--- src/rtl/frame_write_arbiter.sv ---
// frame_write_arbiter
//
// Arbitrates between two frame writers that share one image-buffer FIFO port.
// A writer raises its level request. The arbiter grants one writer at a time,
// alternating when both request. It then runs that writer through a four-phase
// handshake:
//   start -> start_ack -> stream packets -> done -> done_ack -> release.
// While streaming, the granted writer's packet interface is wired straight
// through to the FIFO with no register stage.
//
// Optional feature (macro FRAME_ARB_TIMEOUT_EN):
//   Adds a per-frame watchdog of TIMEOUT_CYCLES clocks. The watchdog aborts a
//   frame that stalls in START or STREAM. Without the macro there is no
//   watchdog and timeout_err is tied low.
//
// Ports
//   clock, reset              system clock; synchronous active-high reset
//   req0/1                    level request from writer n
//   start0/1, start_ack0/1    start handshake with writer n
//   done0/1, done_ack0/1      completion handshake with writer n
//   din0/1, din_valid0/1,     writer n packet {mask[3:0], frame, addr[16:0], data[31:0]}
//   din_ready0/1
//   dout, dout_valid,         packet stream to the image buffer FIFO
//   dout_ready
//   busy                      arbiter is not idle
//   grant                     current or most recently granted writer
//   frame_count               completed frames, free-running 16-bit wrap
//   timeout_err               one-cycle pulse when the watchdog aborts a frame

module frame_write_arbiter #(
  parameter int unsigned TIMEOUT_CYCLES = 2000000
) (
  input  logic        clock,
  input  logic        reset,
  input  logic        req0,
  input  logic        req1,
  output logic        start0,
  output logic        start1,
  input  logic        start_ack0,
  input  logic        start_ack1,
  input  logic        done0,
  input  logic        done1,
  output logic        done_ack0,
  output logic        done_ack1,
  input  logic [53:0] din0,
  input  logic [53:0] din1,
  input  logic        din_valid0,
  input  logic        din_valid1,
  output logic        din_ready0,
  output logic        din_ready1,
  output logic [53:0] dout,
  output logic        dout_valid,
  input  logic        dout_ready,
  output logic        busy,
  output logic        grant,
  output logic [15:0] frame_count,
  output logic        timeout_err
);

  typedef enum logic [2:0] {
    StIdle,
    StStart,
    StStream,
    StAck,
    StRelease
  } state_e;

  state_e      state_q, state_d;
  logic        grant_q, grant_d;
  logic [15:0] frame_count_q;

  // Handshake inputs of whichever writer currently holds the grant.
  logic sel_start_ack;
  logic sel_done;

  assign sel_start_ack = grant_q ? start_ack1 : start_ack0;
  assign sel_done      = grant_q ? done1      : done0;

  // High for one cycle when the watchdog aborts the frame in START or STREAM.
  logic wdog_expired;

`ifdef FRAME_ARB_TIMEOUT_EN
  localparam logic [31:0] WdogLast = 32'(TIMEOUT_CYCLES - 1);

  logic [31:0] wdog_q;
  logic        timeout_err_q;
  logic        wdog_active;

  assign wdog_active  = (state_q == StStart) || (state_q == StStream);
  assign wdog_expired = wdog_active && (wdog_q == WdogLast);

  // The count restarts on every START entry, so each frame gets the full budget.
  always_ff @(posedge clock) begin
    if (reset) begin
      wdog_q        <= 32'd0;
      timeout_err_q <= 1'b0;
    end else begin
      timeout_err_q <= wdog_expired;
      if ((state_d == StStart) && (state_q != StStart)) begin
        wdog_q <= 32'd0;
      end else if (wdog_active) begin
        wdog_q <= wdog_q + 32'd1;
      end
    end
  end

  assign timeout_err = timeout_err_q;
`else
  assign wdog_expired = 1'b0;
  // TIMEOUT_CYCLES has no effect in this build; the term is always false.
  assign timeout_err  = 1'b0 && (TIMEOUT_CYCLES != 32'd0);
`endif

  // State register.
  always_ff @(posedge clock) begin
    if (reset) begin
      state_q       <= StIdle;
      grant_q       <= 1'b1;  // writer 0 wins the first contested round
      frame_count_q <= 16'd0;
    end else begin
      state_q <= state_d;
      grant_q <= grant_d;
      if (state_q == StAck) begin
        frame_count_q <= frame_count_q + 16'd1;
      end
    end
  end

  // Next-state logic.
  always_comb begin
    state_d = state_q;
    grant_d = grant_q;
    case (state_q)
      StIdle: begin
        if (req0 || req1) begin
          // On contention the writer not granted last time wins.
          grant_d = (req0 && req1) ? ~grant_q : req1;
          state_d = StStart;
        end
      end
      StStart: begin
        // done is deliberately not looked at until STREAM.
        if (wdog_expired) begin
          state_d = StRelease;
        end else if (sel_start_ack) begin
          state_d = StStream;
        end
      end
      StStream: begin
        if (wdog_expired) begin
          state_d = StRelease;
        end else if (sel_done) begin
          state_d = StAck;
        end
      end
      StAck: begin
        state_d = StRelease;
      end
      StRelease: begin
        // Wait for start_ack to fall so the writer's start edge detector re-arms.
        if (!sel_start_ack) begin
          state_d = StIdle;
        end
      end
      default: begin
        state_d = StIdle;
      end
    endcase
  end

  // Output logic.
  always_comb begin
    start0     = 1'b0;
    start1     = 1'b0;
    done_ack0  = 1'b0;
    done_ack1  = 1'b0;
    din_ready0 = 1'b0;
    din_ready1 = 1'b0;
    dout       = 54'd0;
    dout_valid = 1'b0;
    busy       = (state_q != StIdle);
    case (state_q)
      StStart: begin
        start0 = ~grant_q;
        start1 = grant_q;
      end
      StStream: begin
        // Pure wire-through: no buffering, so no beat can be added or lost.
        if (grant_q) begin
          dout       = din1;
          dout_valid = din_valid1;
          din_ready1 = dout_ready;
        end else begin
          dout       = din0;
          dout_valid = din_valid0;
          din_ready0 = dout_ready;
        end
      end
      StAck: begin
        done_ack0 = ~grant_q;
        done_ack1 = grant_q;
      end
      default: begin
      end
    endcase
  end

  assign grant       = grant_q;
  assign frame_count = frame_count_q;

endmodule

--- config.mk ---
export PLATFORM = sky130hd
export DESIGN_NAME = frame_write_arbiter
export DESIGN_NICKNAME = d
export VERILOG_FILES = /design/src/rtl/frame_write_arbiter.sv
export SDC_FILE = /design/constraint.sdc
export NUM_CORES = 1
export LEC_CHECK = 0
export ABC_AREA = 1
export CAP_MARGIN = 10
export CORE_MARGIN = 4
export CORE_UTILIZATION = 32
export CTS_CLUSTER_SIZE = 40
export DETAILED_ROUTE_END_ITERATION = 12
export PLACE_DENSITY = 0.95
export REMOVE_ABC_BUFFERS = 1
export SLEW_MARGIN = 25
export SYNTH_ARGS = -nofsm -noshare
export SYNTH_HDL_FRONTEND = slang
export SYNTH_SLANG_ARGS = --single-unit
export TNS_END_PERCENT = 50
--- constraint.sdc ---
create_clock -name clock -period 2.5 [get_ports clock]
set_input_delay 0.5 -clock clock [delete_from_list [all_inputs] [get_ports clock]]
set_output_delay 0.5 -clock clock [all_outputs]
set_load 0.05 [all_outputs]
==> flow_summary.yaml <==
die:
  die_area_um2: 7288
  fp.dieW_um: 85.37
  core_um2: 5642
  num_rows: 27
  initial_utilization_pct: 33.95
  die_h_um: 85.37
  boundaryPins: 199
synthesis:
  synth_most_common_cell: "nand2_1"
  ys_warn_count: 0
  synth-seq-cells: 20
  ys.flop_type: "dfxtp_1"
  async_flop_share_pct: 0
  synth_edf_count: 0
  synth_area_per_cell_um2: 5.366
  synth_cell_types: 29
  ys_seq_area_share_pct: 20.90
  synth_area_leaders: "nand2_1, dfxtp_1, a21oi_1"
  synthesis.area_um2: 1916
  synthCells: 357
  yosysTopAreaCell: "nand2_1"
  synth_common_cells: "nand2_1, a21oi_1, nor2_1, inv_1, dfxtp_1"
  netlist.area_leader.share_pct: 29.59
global_route:
  grt_pass1_wl_um: 17160
  grt_max_degree: 62
  grt_pass1_vias: 3181
  top_usage_layer: "met2"
  antenna_found_initial: 0
  met2_usage_pct: 52.82
  grt_overflow: 0
  grtUsageTotal_pct: 29.82
  use_met3_pct: 11.65
  grt_util_met1_pct: 31.81
power_and_ir_drop:
  peakVddDrop_v: 0.0006042
  p_leak_nw: 1.906
  p_per_area_nw_per_um2: 530.5
place:
  io_buffers: 197
  post_dp_cell_area_um2: 4502
  dp.cells: 607
  dp_slack_ns: 0.3811
  gp_congestion: 0.9421
  detailed_place_hpwl_um: 9252
sta:
  setup_ws_ns: 0.07935
  relSlewSlack_pct: 62.47
  finClkSkew_ns: 0.003956
  worstMarginPinSlew_ns: 0.5630
  slew_violations: 0
  hold_viol: 0
  rsz0062_at_grt: "no"
  fmax_ghz: 0.4131
  finalCritPeriodShare_pct: 96.83
  setup_viol: 0
  min_period_ns: 2.421
  hold_ws_ns: 0.5301
final_layout:
  nNetsFinal: 660
  diodes: 0
  drive_above_1_share_pct: 14.84
  areaGrowthSynthToFinish_pct: 138.7
  fin_cells: 611
  design_area_um2: 4573
detailed_routing:
  drt-total-wl_um: 11200
  avgRoutedWirePerCell_um: 18.33
  drc: 0
  vias_per_cell: 5.205
  vias: 3180
  drtPass1Iterations: 5
  drtIter0Drc: 180
  ant_nets: 0
critical_path:
  path_cells: "nand3_1 -> nor2_1 -> clkdlybuf4s50_1"
  crit_fanout: 5
  worst_path_max_delay_cell: "clkdlybuf4s50_1"
  worstSetupEndpointType: "output port"
  cp_slowest_stage_delay_ns: 0.84
  path_buf_inv: 1
  worstPathArrival_ns: 1.92
  timing_worst_setup_path_type: "reg -> out"
  critPathTopFamily: "buffers and inverters"
  startpoint_type: "flip-flop"
  required_ns: 2.00
  worstSetupStartpoint: "state_q[0]"
  reg2reg_from: "grant"
clocking:
  hold_buffers: 0
  cts_resized: 0
  cts_buffers: 3
  path_clk_slew_ns: 0.08
  cts_tree: "built"
  cts_root_buf: "clkbuf_8"
  post-cts-setup-buffer-count: 0
  clockBufferDepth: 2
  h-tree-depth: 1
  clock_latency_ns: 0.26
  clock_sinks: 20
min_path:
  min-delay-start: "frame_count[8]"
  hold_class: "reg -> reg"
run:
  cap_violations: 0
status:
  status: "finished clean"
## worst paths after layout
check	end	cells past startpoint	slack, ns
setup / recovery	start0	3	0.08
hold / removal	frame_count[8]	2	0.53
setup reg to reg	state_q[0]	7	0.95
hold reg to reg	frame_count[8]	2	0.53
## report_power, final
part / switching, W / total (W) / internal [W]
combinational: 0.00101 / 0.00173 / 0.000725
clock: 0.000113 / 0.000327 / 0.000214
sequential: 0.0000323 / 0.000369 / 0.000337
## metrics by stage
step | setup TNS, ns | total power, W | util, %
after global routing | 0 | 0.002535 | 81.06
after CTS | 0 | 0.002424 | 81.06
after global placement | 0 | 0.002059 | 79.80
final | 0 | 0.002426 | 81.06
after detailed placement | 0 | 0.002091 | 79.80
after floorplan | -36.94 | 0.001210 | -
## sequential cells by signal, indices dropped and copies added (netlist names)
name,flops
frame_count,16
grant,1
state_q,3
## layout by cell type, fill, tap and decap left out, types with 3 or more instances in the layout
cell             instances
a21oi_1                 66
buf_12                  60
clkbuf_8                 3
clkdlybuf4s50_1        138
dfxtp_1                 19
inv_1                   23
nand2_1                151
nand2_2                  3
nand3_1                 11
nor2_1                  30
nor3_1                   4
o21ai_0                  5
## cells by family after synthesis
family | count (synthesis) | share of synthesized area, %
flops | 20 | 20.90
compound gates | 76 | 20.51
simple gates | 210 | 46.31
other cells | 1 | 0.1958
fa+ha+maj | 1 | 0.6531
xor+xnor | 2 | 0.9146
buf+inv | 47 | 10.52
## layout make-up
type,instances,area (um2)
well taps,72,90.09
fillers,310,1069
multi-input cells,290,1314
repair buffers,200,2597
clock inverters,1,30.03
inverters,25,98.84
clock buffers,3,41.29
flip-flops and latches,20,401.6
## tightest hold or removal path: stages (launching register included)
cell and delay [ns]:
dfxtp_1 0.36, inv_1 0.07, a21oi_1 0.06
## routing by layer
| metal | up-vias | share of wire, % |
|---|---|---|
| met5 | - | 0 |
| met4 | 0 | 3.5 |
| met3 | 35 | 12 |
| met2 | 200 | 49 |
| met1 | 1444 | 36 |
| li1 | 1501 | - |
Power figures use the tool's default switching activity.
